## src/rtl/rx_peak_detector_if.sv

```systemverilog
// rx_peak_detector_if: correlation-result strobe in, detection event and status out
interface rx_peak_detector_if #(
    parameter int WIDTH = 41,
    parameter int CNT_W = 32
);
    logic erx_en;
    logic inew_result;
    logic signed [WIDTH-1:0] icorrelation_result_0;
    logic signed [WIDTH-1:0] icorrelation_result_1;
    logic signed [WIDTH-1:0] icorrelation_result_2;
    logic signed [WIDTH-1:0] icorrelation_result_3;
    logic signed [WIDTH-1:0] icorrelation_result_4;
    logic signed [WIDTH-1:0] icorrelation_result_5;
    logic signed [WIDTH-1:0] icorrelation_result_6;
    logic signed [WIDTH-1:0] icorrelation_result_7;
    logic signed [WIDTH-1:0] icorrelation_result_8;
    logic signed [WIDTH-1:0] icorrelation_result_9;
    logic signed [WIDTH-1:0] icorrelation_result_10;
    logic signed [WIDTH-1:0] icorrelation_result_11;
    logic signed [WIDTH-1:0] icorrelation_result_12;
    logic signed [WIDTH-1:0] icorrelation_result_13;
    logic signed [WIDTH-1:0] icorrelation_result_14;
    logic signed [WIDTH-1:0] icorrelation_result_15;
    logic odetect_valid;
    logic [3:0] odetect_code;
    logic [WIDTH-2:0] odetect_magnitude;
    logic [CNT_W-1:0] odetect_sample;
    logic obusy;
    logic ooverrun;
    modport master (
        output erx_en, inew_result,
        output icorrelation_result_0, icorrelation_result_1, icorrelation_result_2, icorrelation_result_3,
        output icorrelation_result_4, icorrelation_result_5, icorrelation_result_6, icorrelation_result_7,
        output icorrelation_result_8, icorrelation_result_9, icorrelation_result_10, icorrelation_result_11,
        output icorrelation_result_12, icorrelation_result_13, icorrelation_result_14, icorrelation_result_15,
        input odetect_valid, odetect_code, odetect_magnitude, odetect_sample, obusy, ooverrun
    );
    modport slave (
        input erx_en, inew_result,
        input icorrelation_result_0, icorrelation_result_1, icorrelation_result_2, icorrelation_result_3,
        input icorrelation_result_4, icorrelation_result_5, icorrelation_result_6, icorrelation_result_7,
        input icorrelation_result_8, icorrelation_result_9, icorrelation_result_10, icorrelation_result_11,
        input icorrelation_result_12, icorrelation_result_13, icorrelation_result_14, icorrelation_result_15,
        output odetect_valid, odetect_code, odetect_magnitude, odetect_sample, obusy, ooverrun
    );
endinterface

```

## src/rtl/rx_peak_detector.sv

```systemverilog
// rx_peak_detector: threshold-triggered windowed peak search over 16 correlator outputs
module rx_peak_detector #(
    parameter int WIDTH = 41,
    parameter logic [WIDTH-2:0] THRESHOLD = 40'd1000,
    parameter int WINDOW = 1024,
    parameter int CNT_W = 32
) (
    input logic crx_clk,
    input logic rrx_rst,
    rx_peak_detector_if.slave bus
);
    typedef enum logic [1:0] {SEARCH, TRACK, REPORT} state_t;
    localparam logic [15:0] WIN_LAST = 16'(WINDOW - 1);
    state_t state;
    logic signed [WIDTH-1:0] in_res [16];
    logic signed [WIDTH-1:0] res [16];
    logic signed [WIDTH-1:0] cur;
    logic [WIDTH-2:0] mag, best_mag, cand_mag;
    logic [3:0] idx, best_code, cand_code;
    logic [CNT_W-1:0] sample_cnt, smp, cand_sample;
    logic [15:0] win_cnt;
    logic scan_done, accept;
    assign in_res = '{bus.icorrelation_result_0, bus.icorrelation_result_1, bus.icorrelation_result_2,
                      bus.icorrelation_result_3, bus.icorrelation_result_4, bus.icorrelation_result_5,
                      bus.icorrelation_result_6, bus.icorrelation_result_7, bus.icorrelation_result_8,
                      bus.icorrelation_result_9, bus.icorrelation_result_10, bus.icorrelation_result_11,
                      bus.icorrelation_result_12, bus.icorrelation_result_13, bus.icorrelation_result_14,
                      bus.icorrelation_result_15};
    assign accept = bus.inew_result && bus.erx_en && !bus.obusy;
    assign cur = res[idx];
    // a negative value with all-zero low bits is the most negative code, which saturates
    assign mag = !cur[WIDTH-1] ? cur[WIDTH-2:0] :
                 (cur[WIDTH-2:0] == '0 ? '1 : ~cur[WIDTH-2:0] + 1'b1);
    always_ff @(posedge crx_clk) begin
        if (rrx_rst) begin
            bus.obusy <= 1'b0;
            bus.ooverrun <= 1'b0;
            idx <= '0;
            scan_done <= 1'b0;
            sample_cnt <= '0;
            smp <= '0;
            best_mag <= '0;
            best_code <= '0;
        end else begin
            scan_done <= bus.obusy && idx == 4'd15;
            if (bus.inew_result && bus.obusy) bus.ooverrun <= 1'b1;
            if (accept) begin
                res <= in_res;
                smp <= sample_cnt;
                sample_cnt <= sample_cnt + 1'b1;
                bus.obusy <= 1'b1;
                idx <= '0;
            end else if (bus.obusy) begin
                if (idx == 4'd0 || mag > best_mag) begin
                    best_mag <= mag;
                    best_code <= idx;
                end
                idx <= idx + 1'b1;
                if (idx == 4'd15) bus.obusy <= 1'b0;
            end
        end
    end
    // smp and best_* stay stable through the cycle after scan end, even if a new strobe lands then
    always_ff @(posedge crx_clk) begin
        if (rrx_rst) begin
            state <= SEARCH;
            win_cnt <= '0;
            cand_mag <= '0;
            cand_code <= '0;
            cand_sample <= '0;
            bus.odetect_valid <= 1'b0;
            bus.odetect_code <= '0;
            bus.odetect_magnitude <= '0;
            bus.odetect_sample <= '0;
        end else begin
            bus.odetect_valid <= 1'b0;
            case (state)
                SEARCH: if (scan_done && best_mag >= THRESHOLD) begin
                    cand_mag <= best_mag;
                    cand_code <= best_code;
                    cand_sample <= smp;
                    win_cnt <= WIN_LAST;
                    state <= WIN_LAST == 16'd0 ? REPORT : TRACK;
                end
                TRACK: if (scan_done) begin
                    if (best_mag > cand_mag) begin
                        cand_mag <= best_mag;
                        cand_code <= best_code;
                        cand_sample <= smp;
                    end
                    win_cnt <= win_cnt - 1'b1;
                    if (win_cnt == 16'd1) state <= REPORT;
                end
                REPORT: begin
                    bus.odetect_valid <= 1'b1;
                    bus.odetect_code <= cand_code;
                    bus.odetect_magnitude <= cand_mag;
                    bus.odetect_sample <= cand_sample;
                    cand_mag <= '0;
                    cand_code <= '0;
                    cand_sample <= '0;
                    state <= SEARCH;
                end
                default: state <= SEARCH;
            endcase
        end
    end
endmodule

```

## src/flat_wrapper.sv

```systemverilog
// flat-port wrapper written by rule: the top's interface ports become plain ports
module rx_peak_detector_flat 
#(
    parameter int WIDTH = 41,
    parameter logic [WIDTH-2:0] THRESHOLD = 40'd1000,
    parameter int WINDOW = 1024,
    parameter int CNT_W = 32
)
  (crx_clk, rrx_rst, bus_erx_en, bus_inew_result, bus_icorrelation_result_0, bus_icorrelation_result_1, bus_icorrelation_result_2, bus_icorrelation_result_3, bus_icorrelation_result_4, bus_icorrelation_result_5, bus_icorrelation_result_6, bus_icorrelation_result_7, bus_icorrelation_result_8, bus_icorrelation_result_9, bus_icorrelation_result_10, bus_icorrelation_result_11, bus_icorrelation_result_12, bus_icorrelation_result_13, bus_icorrelation_result_14, bus_icorrelation_result_15, bus_odetect_valid, bus_odetect_code, bus_odetect_magnitude, bus_odetect_sample, bus_obusy, bus_ooverrun);
  rx_peak_detector_if #(.WIDTH(WIDTH), .CNT_W(CNT_W)) bus_i ();
  input logic crx_clk;
  input logic rrx_rst;
  input wire logic [$bits(bus_i.erx_en)-1:0] bus_erx_en;
  input wire logic [$bits(bus_i.inew_result)-1:0] bus_inew_result;
  input wire logic [$bits(bus_i.icorrelation_result_0)-1:0] bus_icorrelation_result_0;
  input wire logic [$bits(bus_i.icorrelation_result_1)-1:0] bus_icorrelation_result_1;
  input wire logic [$bits(bus_i.icorrelation_result_2)-1:0] bus_icorrelation_result_2;
  input wire logic [$bits(bus_i.icorrelation_result_3)-1:0] bus_icorrelation_result_3;
  input wire logic [$bits(bus_i.icorrelation_result_4)-1:0] bus_icorrelation_result_4;
  input wire logic [$bits(bus_i.icorrelation_result_5)-1:0] bus_icorrelation_result_5;
  input wire logic [$bits(bus_i.icorrelation_result_6)-1:0] bus_icorrelation_result_6;
  input wire logic [$bits(bus_i.icorrelation_result_7)-1:0] bus_icorrelation_result_7;
  input wire logic [$bits(bus_i.icorrelation_result_8)-1:0] bus_icorrelation_result_8;
  input wire logic [$bits(bus_i.icorrelation_result_9)-1:0] bus_icorrelation_result_9;
  input wire logic [$bits(bus_i.icorrelation_result_10)-1:0] bus_icorrelation_result_10;
  input wire logic [$bits(bus_i.icorrelation_result_11)-1:0] bus_icorrelation_result_11;
  input wire logic [$bits(bus_i.icorrelation_result_12)-1:0] bus_icorrelation_result_12;
  input wire logic [$bits(bus_i.icorrelation_result_13)-1:0] bus_icorrelation_result_13;
  input wire logic [$bits(bus_i.icorrelation_result_14)-1:0] bus_icorrelation_result_14;
  input wire logic [$bits(bus_i.icorrelation_result_15)-1:0] bus_icorrelation_result_15;
  output wire logic [$bits(bus_i.odetect_valid)-1:0] bus_odetect_valid;
  output wire logic [$bits(bus_i.odetect_code)-1:0] bus_odetect_code;
  output wire logic [$bits(bus_i.odetect_magnitude)-1:0] bus_odetect_magnitude;
  output wire logic [$bits(bus_i.odetect_sample)-1:0] bus_odetect_sample;
  output wire logic [$bits(bus_i.obusy)-1:0] bus_obusy;
  output wire logic [$bits(bus_i.ooverrun)-1:0] bus_ooverrun;
  assign bus_i.erx_en = bus_erx_en;
  assign bus_i.inew_result = bus_inew_result;
  assign bus_i.icorrelation_result_0 = bus_icorrelation_result_0;
  assign bus_i.icorrelation_result_1 = bus_icorrelation_result_1;
  assign bus_i.icorrelation_result_2 = bus_icorrelation_result_2;
  assign bus_i.icorrelation_result_3 = bus_icorrelation_result_3;
  assign bus_i.icorrelation_result_4 = bus_icorrelation_result_4;
  assign bus_i.icorrelation_result_5 = bus_icorrelation_result_5;
  assign bus_i.icorrelation_result_6 = bus_icorrelation_result_6;
  assign bus_i.icorrelation_result_7 = bus_icorrelation_result_7;
  assign bus_i.icorrelation_result_8 = bus_icorrelation_result_8;
  assign bus_i.icorrelation_result_9 = bus_icorrelation_result_9;
  assign bus_i.icorrelation_result_10 = bus_icorrelation_result_10;
  assign bus_i.icorrelation_result_11 = bus_icorrelation_result_11;
  assign bus_i.icorrelation_result_12 = bus_icorrelation_result_12;
  assign bus_i.icorrelation_result_13 = bus_icorrelation_result_13;
  assign bus_i.icorrelation_result_14 = bus_icorrelation_result_14;
  assign bus_i.icorrelation_result_15 = bus_icorrelation_result_15;
  assign bus_odetect_valid = bus_i.odetect_valid;
  assign bus_odetect_code = bus_i.odetect_code;
  assign bus_odetect_magnitude = bus_i.odetect_magnitude;
  assign bus_odetect_sample = bus_i.odetect_sample;
  assign bus_obusy = bus_i.obusy;
  assign bus_ooverrun = bus_i.ooverrun;
  rx_peak_detector #(.WIDTH(WIDTH), .THRESHOLD(THRESHOLD), .WINDOW(WINDOW), .CNT_W(CNT_W)) u_core (.crx_clk(crx_clk), .rrx_rst(rrx_rst), .bus(bus_i));
endmodule
```

## config.mk

```make
export PLATFORM = sky130hd
export DESIGN_NAME = rx_peak_detector_flat
export DESIGN_NICKNAME = d
export VERILOG_FILES = /design/src/rtl/rx_peak_detector_if.sv /design/src/rtl/rx_peak_detector.sv /design/src/flat_wrapper.sv
export SDC_FILE = /design/constraint.sdc
export NUM_CORES = 1
export LEC_CHECK = 0
export CORE_MARGIN = 1
export CORE_UTILIZATION = 47
export CTS_CLUSTER_DIAMETER = 60
export DETAILED_ROUTE_END_ITERATION = 6
export PLACE_DENSITY_LB_ADDON = 0.05
export RECOVER_POWER = 50
export SLEW_MARGIN = 20
export SYNTH_ARGS = -nofsm -noshare
export SYNTH_HDL_FRONTEND = slang
export SYNTH_SLANG_ARGS = --single-unit
```

## constraint.sdc

```tcl
create_clock -name crx_clk -period 43 [get_ports crx_clk]
set_clock_uncertainty 0.2 [all_clocks]
set_input_delay 8.6 -clock crx_clk [delete_from_list [all_inputs] [get_ports crx_clk]]
set_output_delay 8.6 -clock crx_clk [all_outputs]
set_load 0.01 [all_outputs]
```

Word-level counts from Yosys, hierarchy flattened
Cells that the tools add are included.
- output and inout port bits: 79
- register bits after elaboration: 942
- bitwise operators: 4
- reduce and logical (&&, ||, !) cells: 18
- muxes and demuxes: 28
- add/sub/neg operators: 4
- eq/ne operators: 8
- order comparisons: 4
- operators by type and width (operator ; count):
    $mux W40 ; 5
    $bmux W41 S4 ; 1
    $pmux W40 S3 ; 1
    $mux W32 ; 3
    $pmux W32 S3 ; 1
    $mux W41 ; 2
    $gt A40 B40 Y1 ; 2
    $add A40 B1 Y40 const B ; 1
    $ge A40 B10 Y1 const B ; 1
    $logic_not A40 Y1 ; 1
    $not A40 Y40 ; 1
    $add A32 B1 Y32 const B ; 1
    $mux W16 ; 2
    $pmux W16 S2 ; 1
    $eq A16 B1 Y1 const B ; 1
    $sub A16 B1 Y16 const B ; 1
    $mux W4 ; 3
    $pmux W4 S3 ; 1
    $reduce_and A3 Y1 ; 3
    $ne A2 B1 Y1 const B ; 4
    $mux W2 ; 3
    $ge A5 B5 Y1 const B ; 1
    $logic_and A1 B1 Y1 ; 5
    $not A4 Y5 ; 1
    16 further kinds ; 20

Logic depth before layout (Yosys ltp)
Gate-level depths: netlist of run 1.
- depth after elaboration: 11
- gate-level depth with buffers: 32

Least setup slack after synthesis of run 1
No wires, ideal clock.
- kind: in2reg
- start point: input rrx_rst
- end point: register u_core.res[0] in the netlist's numbering (enable)
- path slack: 4.539 ns
- cell stages on the path: 5
- setup time: 1.696 ns
- arrival time: 36.565 ns
- path buffers: 4
- cell sequence: clkbuf_1 > clkbuf_1 > clkbuf_1 > clkbuf_1 > nor2_1
- cells in the longest elaborated chain, start to end: 2
- RTL lines (element ; line ; text):
    from (decl) ; flat_wrapper.sv:12 ; input logic rrx_rst;
    $not A1 Y1 (no source line) ; -- ;
    $reduce_and A2 Y1 (no source line) ; -- ;
    to (signal assigned) ; rx_peak_detector.sv:48 ; res <= in_res;
    to (decl) ; rx_peak_detector.sv:16 ; logic signed [WIDTH-1:0] res [16];
No other way between the ends.
A chain may end at the register's enable or synchronous reset.

Worst setup path in the final report of run 1
- start point: input rrx_rst
- end point: register u_core.res[426] in the netlist's numbering (enable)
Same word-level chain as after synthesis.

==> impl_results.md, run 1 <==
* Status: finished, violations left
* Failing checks: max-capacitance violations, max-slew violations
* Vias in the first global route at 27800
* Via density at 5.85
* CP Max Fanout at 101
* First-pass GRT wire length at 185 mm
* Hold Buf Count CTS at 0
* Setup violators final at 0
* Yosys top cell area share at 0.485
* Total leakage power at 17.3 nW
* Synth cell types at 78
* Placed insts at 4675
* Net count after synthesis at 3710
* DR iter-0 viols at 2533
* NumNets Final at 4379
* Clock slew at reported path FFs at 60 ps
* Sequential-to-total area share from yosys stat at 0.626
* CTS Buf Count at 98
* Fin cells at 4916
* Number of port buffers at 738
* CTS sink cnt at 942
* Yosys reg bits at 942
* VDD IR max at 30.5 uV
* Critical path type: in2reg
* Die Wd at 296 um
* Post-synth top cells: 656 x edfxtp_1, 319 x nand2_1, 286 x dfxtp_1
* CTS tree: done
* RePlAce Congestion at 0.922
* Final hold vios at 0
* Clock Path Buffers at 3
* Full die area at 87700 um^2
* Routed wire length at 130 mm
* Yosys top cell by area: edfxtp_1
* DRC viols at 0
* Post-route minimum period at 15840 ps
* Routed WL per cell at 26.4 um
* Total GRT Usage at 0.291
* Slew at the pin closest to its max-slew limit at 4470 ps
* HPWL Detailed at 96.9 mm
* Count leader, synth: edfxtp_1
* Initial antenna violation count at 159
* Cell Rows at 107
* Synth warn at 0
* Slew headroom at -1.98
* ANT nets after route at 0
* RSZ-0062 raised after global routing: false
* Post-Syn Instances at 2964
* Global route overflow at 0
* Final worst path period share at 0.368
* CP Capture Type: register
* Skew-Pair Late Insertion Delay at 680 ps
* Number of synthesized flops with an enable pin at 656
* Post-synth top flop: edfxtp_1
* Max-slew violation count at 264
* Syn Std Cell Area at 40600 um^2
* CP Data Arrival Time at 15980 ps
* Largest cells by area after synthesis: edfxtp_1 48%, dfxtp_1 14%, mux4_2 10%, o211ai_1 3.0%, nand2_1 2.9%
* First-pass DRT Iterations at 5
* Async SR Flop Fraction at 0
* P&R area growth vs syn at 28.6%
* Hold/Removal Path Class: reg2reg
* I/O Pins at 739
* Power density over cell area at 38.8 nW/um^2
* PostCTS Resize Cnt at 0
* Pin count of the biggest net entering global routing at 117
* Starting density of the core at 0.476
* Number of post-CTS setup repair buffers at 0
* CP Launch Type: primary input
* Clock root cell: clkbuf_16
* Via count at 28800
* F_max at 63.1 MHz
* H-tree levels at 3
* Max Cap Violations at 4
* Share of layout cells above drive strength 1 at 0.112
* Core ar. at 85400 um^2
* Req. time, crit path at 43140 ps
* Sum Neg Setup Slack at 0 ps
* Die Height at 296 um
* Avg Inst Size Synth at 13.7 um^2
## path summary, 6_finish.rpt
kind	cells after the start	slack, ps	to	from
hold reg to reg	2	240	u_core.bus.odetect_sample[17]$_SDFFE_PP0P_	u_core.cand_sample[17]$_SDFFE_PP0P_
hold / removal	2	240	u_core.bus.odetect_sample[17]$_SDFFE_PP0P_	u_core.cand_sample[17]$_SDFFE_PP0P_
setup reg to reg	23	33080	u_core.best_mag[25]$_SDFFE_PP0P_	u_core.idx[0]$_SDFFE_PP0P_
setup / recovery	5	27160	u_core.res[426]$_DFFE_PP_	rrx_rst
## sequential cells by signal, indices dropped and copies added, names as in the netlist, 16 cells and up
signal,count
u_core.smp,32
u_core.sample_cnt,32
u_core.win_cnt,16
u_core.bus.odetect_sample,32
u_core.res,656
u_core.best_mag,40
u_core.cand_sample,32
u_core.bus.odetect_magnitude,40
u_core.cand_mag,40
## report_power, final
part	switching, mW	total, mW	leakage, nW	internal (mW)
logic	0.105	0.192	7.43	0.0879
registers	0.0106	1.00	8.31	0.994
clock network	0.367	0.831	1.54	0.464
total	0.482	2.03	17.3	1.55
## per-stage QoR
stage	utilization	setup WS [ps]	hold WS (ps)	power (mW)	area, um^2
floorplan	-	4540	227	1.14	40600
global placement	0.573	29880	242	1.22	48900
detailed placement	0.573	29750	245	1.23	48900
CTS	0.610	30490	231	2.05	52100
global route	0.611	26370	258	2.09	52200
finish	0.612	27160	236	2.03	52300
## critical path, stage by stage
cell and delay, ps:
clkbuf_1 3070, nor2_1 2160, buf_4 980, buf_4 510, buf_4 470
## cell usage in the layout (no fill, tap or decap), drive strengths merged, types with 53 or more instances in the layout
master / n
dlygate4sd3: 656
edfxtp: 656
nand2: 319
dfxtp: 286
mux4: 188
a21oi: 164
o211ai: 160
nor2: 141
clkbuf: 129
inv: 95
ha: 86
clkdlybuf4s50: 81
a2bb2oi: 76
o21ai: 62
diode: 60
or3: 53
## layout make-up
cell class | count | area [um^2]
antenna | 60 | 150
clock buffer | 125 | 2660
clock inverter | 54 | 484
fill | 6703 | 33200
inverter | 92 | 345
multi-input combinational | 1721 | 14000
sequential | 942 | 25400
tap | 1144 | 1430
timing repair buffer | 778 | 7720
## layer usage
layer / GRT usage / vias up / part of all wire
met4: 0.0800 / 52 / 0.033
met5: 0 / - / 0.0026
met3: 0.0657 / 391 / 0.073
met1: 0.384 / 14200 / 0.41
met2: 0.485 / 1257 / 0.48
li1: - / 12900 / -
## kinds of logic (layout without fill, tap and decap cells)
kind of cell | count (synthesis) | in the layout | synth area share
compound gates | 624 | 624 | 0.108
xor+xnor | 34 | 34 | 0.00733
fa+ha+maj | 86 | 86 | 0.0265
buf+inv | 301 | 1049 | 0.0308
flops | 942 | 942 | 0.626
mux | 206 | 206 | 0.109
other cells | 0 | 60 | 0
simple gates | 771 | 771 | 0.0929
No activity file was read; power rests on OpenSTA's default activity.
==> run 2: changes to the inputs <==
Clock period 43 ns to 14.5 ns, I/O delays scaled along.
==> run 2 against run 1 <==
Against the previous run: the run still ends with max-capacitance violations, max-slew violations left; worst hold slack gained 11 ps; combinational power grew to 3.0 times the previous value; routed wire length grew 1.8%; power grew to 3.0 times the previous value; critical endpoint is now u_core.cand_sample[0]$_SDFFE_PP0P_.
==> impl_results.md, run 2 (same netlist as run 1, synthesis figures left out) <==
* CP peak stage delay at 2880 ps (-190 ps)
* Routed wire length at 132 mm (+1.8%)
* Internal at 4.63 mW (+200%)
* F_max at 93.3 MHz
* Clock power frac at 0.414 (+0.004)
* Sum Neg Setup Slack at 0 ps (unchanged)
* CP Data Arrival Time at 11030 ps (-4950 ps)
* I/O Pins at 739 (unchanged)
* Slew at the pin closest to its max-slew limit at 4120 ps (-344 ps)
* ANT nets after route at 0 (unchanged)
* Most common cell after layout, fill and taps aside: dlygate4sd3_1
* Slew headroom at -1.75 (+0.230)
* Clock root cell: clkbuf_16
* Final worst path period share at 0.739
* VDD IR max at 95.0 uV (+210%)
* Failing checks: max-capacitance violations, max-slew violations
* Final hold vios at 0 (unchanged)
* Via density at 5.85 (about the same)
* Cell Rows at 107 (unchanged)
* CP Depth at 7 (+2)
* Hold Buf Count CTS at 0 (unchanged)
* Number of post-CTS setup repair buffers at 0 (unchanged)
* Req. time, crit path at 14810 ps (-28330 ps)
* Clock slew at reported path FFs at 60 ps (about the same)
* Starting density of the core at 0.476 (unchanged)
* CP Max Fanout at 92 (-8.9%)
* Largest register FFs at 656 (unchanged)
* Skew-Pair Late Insertion Delay at 680 ps (about the same)
* Pin count of the biggest net entering global routing at 185 (+58%)
* Power density over cell area at 116 nW/um^2 (+200%)
* CTS tree: done
* Hold/Removal Path Class: reg2reg
* Most frequent cells in the layout: 734 x dlygate4sd3_1, 656 x edfxtp_1, 319 x nand2_1
* DR iter-0 viols at 2491 (-1.7%)
* First-pass GRT wire length at 188 mm (+1.6%)
* Layout Utilization at 0.612 (about the same)
* Total GRT Usage at 0.298 (+0.00629)
* Max-slew violation count at 179 (-32%)
* NumNets Final at 4378 (-0.023%)
* Setup violators final at 0 (unchanged)
* Number of port buffers at 738 (unchanged)
* Full die area at 87700 um^2 (unchanged)
* Buf/Inv on CP at 4 (unchanged)
* Psw at 1.44 mW (+200%)
* Hold Path Stages at 2 (unchanged)
* PostCTS Resize Cnt at 0 (unchanged)
* RePlAce Congestion at 0.893 (-3.1%)
* Total leakage power at 17.6 nW (+1.7%)
* CP Launch Type: primary input
* Via count at 28700 (-0.16%)
* CTS Buf Count at 102 (+4.1%)
* Core ar. at 85400 um^2 (unchanged)
* Routed WL per cell at 26.9 um (+1.9%)
* P&R area growth vs syn at 28.7% (about the same)
* Share of layout cells above drive strength 1 at 0.115 (+0.00299)
* Initial antenna violation count at 154 (-3.1%)
* H-tree levels at 3 (unchanged)
* CTS sink cnt at 942 (unchanged)
* Clock Path Buffers at 3 (unchanged)
* Reg power frac at 0.491 (-0.004)
* Die Wd at 296 um (unchanged)
* DRC viols at 0 (unchanged)
* Max Cap Violations at 2 (-2)
* Comb pwr share at 0.095 (about the same)
* Worst R2R Path Depth at 18 (-22%)
* Crit path max-delay family: buffers and inverters
* First-pass DRT Iterations at 5 (unchanged)
* Global route overflow at 0 (unchanged)
* RSZ-0062 raised after global routing: false
* Register bank with the most flops: u_core.res
* Switching share of power at 0.238 (about the same)
* Placed cell areas at 48900 um^2 (about the same)
* Critical path type: in2reg
* Crit path cell chain: clkbuf_1, clkbuf_1, buf_4, buf_4, or3_1, a2bb2oi_1, o211ai_1
* Post-route minimum period at 10720 ps
* HPWL Detailed at 99.1 mm (+2.2%)
* Die Height at 296 um (unchanged)
* CP Capture Type: register
* Vias in the first global route at 27900 (+0.26%)
* Cell area after layout at 52300 um^2 (about the same)
* CP max-delay cell: clkbuf_1
* Status: finished, violations left
[run 2: changes by cell type in the layout (fill, tap and decap cells not counted), moves of 3 or more]
cell and delta:
inv_6 +3, dlygate4sd3_1 +78, diode_2 -14, clkinv_2 +5, buf_12 +3, clkinvlp_4 +4, clkdlybuf4s50_1 -78
[run 2: final timing paths]
| check | to | from | slack [ps] |
|---|---|---|---|
| min reg2reg | u_core.bus.odetect_sample[21]$_SDFFE_PP0P_ | u_core.cand_sample[21]$_SDFFE_PP0P_ | 250 |
| max | u_core.cand_sample[0]$_SDFFE_PP0P_ | rrx_rst | 3780 |
| min | u_core.bus.odetect_sample[21]$_SDFFE_PP0P_ | u_core.cand_sample[21]$_SDFFE_PP0P_ | 250 |
| max reg2reg | u_core.best_mag[20]$_SDFFE_PP0P_ | u_core.idx[0]$_SDFFE_PP0P_ | 4970 |
[run 2: metrics by stage]
| step | cells | power [mW] | hold WS, ps | worst slack [ps] |
|---|---|---|---|---|
| floorplan | 2964 | 3.34 | 227 | 360 |
| global placement | 4672 | 3.64 | 233 | 5390 |
| detailed placement | 4672 | 3.65 | 241 | 5120 |
| CTS | 4864 | 6.15 | 249 | 5060 |
| global route | 4891 | 6.26 | 272 | 3210 |
| finish | 4910 | 6.07 | 247 | 3780 |
[run 2: power groups by stage]
stage | registers [mW] | clock network (mW) | logic, mW
after floorplan | 3.04 | 0 | 0.302
after global placement | 3.04 | 0 | 0.599
after detailed placement | 3.04 | 0 | 0.607
after CTS | 2.98 | 2.55 | 0.609
after global routing | 2.99 | 2.66 | 0.613
final | 2.98 | 2.51 | 0.575
[run 2: worst register-to-register path, stage by stage (launching register included)]
cell       delay (ps)
dfxtp_4           960
buf_4             960
mux4_2            660
a22oi_1           220
nand2_1           180
or4_1             660
nor4_4            420
nand4_1           540
or4_1             660
o21ai_1           230
nor2_1             90
ha_1              300
nand4_1           140
nor4_1            500
nand2_1           170
o2111ai_1         700
nand2_1           610
nor2_1            830
a211oi_1          160
[run 2: per-layer routing]
| layer | part of all wire | wire, um | vias up | global-route usage |
|---|---|---|---|---|
| met1 | 0.41 | 54700 | 14100 | 0.409 |
| li1 | - | - | 12900 | - |
| met3 | 0.072 | 9530 | 364 | 0.0566 |
| met5 | 0.0014 | 188 | - | 0 |
| met2 | 0.48 | 62800 | 1304 | 0.476 |
| met4 | 0.036 | 4720 | 30 | 0.0986 |
[run 2: cell type report]
type                            instances  area (um^2)
Inverter                               92          345
Multi-Input combinational cell       1721        14000
Tap cell                             1144         1430
Fill cell                            6741        33100
Clock inverter                         66          547
Clock buffer                          126         2700
Timing Repair Buffer                  773         7680
Sequential cell                       942        25400
Antenna cell                           46          115
==> run 3: changes to the inputs <==
Clock period 14.5 ns to 9.9 ns, I/O delays scaled along.
==> run 3 against run 2 <==
Against the previous run: the run still ends with max-capacitance violations, max-slew violations left; sequential power is 47% higher; clock-buffer cell count is 2 lower; combinational power grew 46%; power rose by 49%; final cell count increased by 0.10%; global-route usage is 0.095 points higher; clock power increased by 52%; die area unchanged; cell area rose by 0.46%; routed wire length is essentially flat; worst hold slack improved by 1.4 ps; core utilization grew 0.28 points; largest cell class unchanged; largest power group unchanged.
==> impl_results.md, run 3 (same netlist as run 1, synthesis figures left out) <==
* Status: finished, violations left
* Failing checks: max-capacitance violations, max-slew violations
* RSZ-0062 raised after global routing: false
* HP Start: u_core.cand_sample[15]$_SDFFE_PP0P_
* Largest register FFs at 656 (unchanged)
* VDD IR max at 141 uV (+49%)
* CTS sink cnt at 942 (unchanged)
* F_max at 118 MHz
* Max Cap Violations at 6 (+4)
* First-pass GRT wire length at 188 mm (about the same)
* RePlAce Congestion at 0.918 (+2.8%)
* Initial antenna violation count at 153 (-0.65%)
* Routing usage on met3 at 0.0633 (+0.00667)
* Total GRT Usage at 0.299 (+0.000950)
* Critical path type: reg2reg
* Max-slew violation count at 323 (+80%)
* Req. time, crit path at 10300 ps (-4510 ps)
* Hold Buf Count CTS at 0 (unchanged)
* Grt met1 use at 0.393 (-0.0169)
* Most frequent cells in the layout: 714 x dlygate4sd3_1, 656 x edfxtp_1, 319 x nand2_1
* I/O Pins at 739 (unchanged)
* Number of port buffers at 738 (unchanged)
* Share of layout cells above drive strength 1 at 0.115 (+0.000652)
* Via density at 5.82 (-0.45%)
* Hold/Removal Path Class: reg2reg
* Full die area at 87700 um^2 (unchanged)
* Hold Path Stages at 2 (unchanged)
* GR Layer Usage met2 at 0.497 (+0.0213)
* HPWL Detailed at 100 mm (+1.4%)
* Register bank with the most flops: u_core.res
* DRC viols at 0 (unchanged)
* Final hold vios at 0 (unchanged)
* Internal at 6.92 mW (+50%)
* Hold Crit Endpoint: u_core.bus.odetect_sample[15]$_SDFFE_PP0P_
* Slew at the pin closest to its max-slew limit at 4360 ps (+243 ps)
* Power density over cell area at 172 nW/um^2 (+48%)
* H-tree levels at 3 (unchanged)
* Number of post-CTS setup repair buffers at 0 (unchanged)
* Comb pwr share at 0.093 (-0.002)
* CP Capture Type: register
* Busiest grt layer: met2
* Starting density of the core at 0.476 (unchanged)
* Clock slew at reported path FFs at 70 ps (about the same)
* Final worst path period share at 0.857
* DR iter-0 viols at 2581 (+3.6%)
* Layout Utilization at 0.615 (+0.00281)
* Total leakage power at 17.6 nW (+0.11%)
* Routed WL per cell at 26.8 um (about the same)
* CP Launch Type: register
* ANT nets after route at 0 (unchanged)
* Skew-Pair Late Insertion Delay at 670 ps (about the same)
* Most common cell after layout, fill and taps aside: dlygate4sd3_1
* Reg power frac at 0.484 (-0.007)
* Cell Rows at 107 (unchanged)
* CP Data Arrival Time at 8880 ps (-2150 ps)
* Number of fill cells in the layout at 6658 (-1.2%)
* Via count at 28600 (-0.34%)
* Die Height at 296 um (unchanged)
* Core ar. at 85400 um^2 (unchanged)
* Switching share of power at 0.234 (-0.00376)
* Post-route minimum period at 8480 ps
* P&R area growth vs syn at 29.2%
* Slew headroom at -1.91 (-0.162)
* Clock root cell: clkbuf_16
* PostCTS Resize Cnt at 0 (unchanged)
* CP Max Fanout at 36 (-61%)
* Reg2Reg Launch Point: u_core.idx[0]$_SDFFE_PP0P_
* Reg2reg end: u_core.best_mag[15]$_SDFFE_PP0P_
* Psw at 2.11 mW (+46%)
* Clock power frac at 0.423 (+0.009)
* Worst R2R Path Depth at 22 (+4)
* Pin count of the biggest net entering global routing at 203 (+9.7%)
* First-pass DRT Iterations at 5 (unchanged)
* Vias in the first global route at 27900 (+0.18%)
* Global route overflow at 0 (unchanged)
* Setup violators final at 0 (unchanged)
* NumNets Final at 4385 (+0.16%)
* Reg2reg setup slack at 1420 ps (-3550 ps)
* Clock Path Buffers at 3 (unchanged)
* CTS Buf Count at 101 (-0.98%)
* Routed wire length at 132 mm (about the same)
* Final hold slack at 248 ps (+1.40 ps)
* Pwr Total at 9.04 mW (+49%)
* Die Wd at 296 um (unchanged)
* CTS tree: done
run 3: cell types whose count changed in the layout (fill, tap and decap cells not counted), sizes merged, moves of 3 or more:
cell / previous run / this run
clkdlybuf4s50: 3 / 23
bufinv: 5 / 10
dlygate4sd3: 734 / 714
buf: 34 / 37
clkinv: 46 / 39
clkbuf: 128 / 131
run 3: critical path, cell delays in order, from the launching register on:
cell and delay (ps):
dfxtp_4 670, buf_12 350, buf_4 290, mux4_2 530, a22o_1 260, a221oi_2 510, nand3b_4 200, nor4_4 460
nand4_1 530, or3_1 570, o21a_1 210, mux2_2 280, ha_1 300, nand4_1 140, nor4_1 410, nand2_1 170
a211oi_1 250, a21oi_1 80, o2111ai_1 330, nand2_1 660, nor2_1 490, buf_4 290, a22o_1 170
run 3: stage by stage:
step	setup slack [ps]	TNS, ps	cells	area [um^2]
3_3_place_gp	1530	0	4679	49100
5_1_grt	753	0	4904	52500
2_1_floorplan	-2960	-1942660	2964	40700
4_1_cts	1390	0	4868	52500
6_report	1420	0	4915	52500
3_5_place_dp	1420	0	4679	49100
run 3: cell type report:
type	instances	area, um^2	area share
clock inverters	65	684	0.0130
clock buffers	124	2700	0.0514
well taps	1144	1430	0.0273
flip-flops and latches	942	25400	0.484
inverters	92	345	0.00657
repair buffers	781	7810	0.149
multi-input cells	1721	14000	0.267
diodes	46	115	0.00219
run 3: metal layers:
layer	part of all wire	vias up
met5	0.0029	-
met4	0.030	60
met3	0.072	349
met2	0.49	1235
met1	0.40	14100
li1	-	12900
run 3: worst max-delay path by stage:
stage | startpoint | end | slack (ps) | depth (start not counted)
global placement | u_core.idx[0]$_SDFFE_PP0P_ | u_core.best_mag[20]$_SDFFE_PP0P_ | 1530 | 21
CTS | u_core.idx[0]$_SDFFE_PP0P_ | u_core.best_mag[37]$_SDFFE_PP0P_ | 1390 | 21
detailed placement | u_core.idx[0]$_SDFFE_PP0P_ | u_core.best_mag[37]$_SDFFE_PP0P_ | 1420 | 21
finish | u_core.idx[0]$_SDFFE_PP0P_ | u_core.best_mag[15]$_SDFFE_PP0P_ | 1420 | 22
global route | u_core.idx[0]$_SDFFE_PP0P_ | u_core.best_mag[9]$_SDFFE_PP0P_ | 750 | 24
floorplan | rrx_rst | u_core.res[0]$_DFFE_PP_ | -2960 | 5
run 3: power groups by stage:
stage | clock network [mW] | logic (mW) | registers (mW)
6_report | 3.82 | 0.841 | 4.37
5_1_grt | 4.03 | 0.901 | 4.38
4_1_cts | 3.89 | 0.896 | 4.37
3_5_place_dp | 0 | 0.893 | 4.45
3_3_place_gp | 0 | 0.880 | 4.45
2_1_floorplan | 0 | 0.445 | 4.45
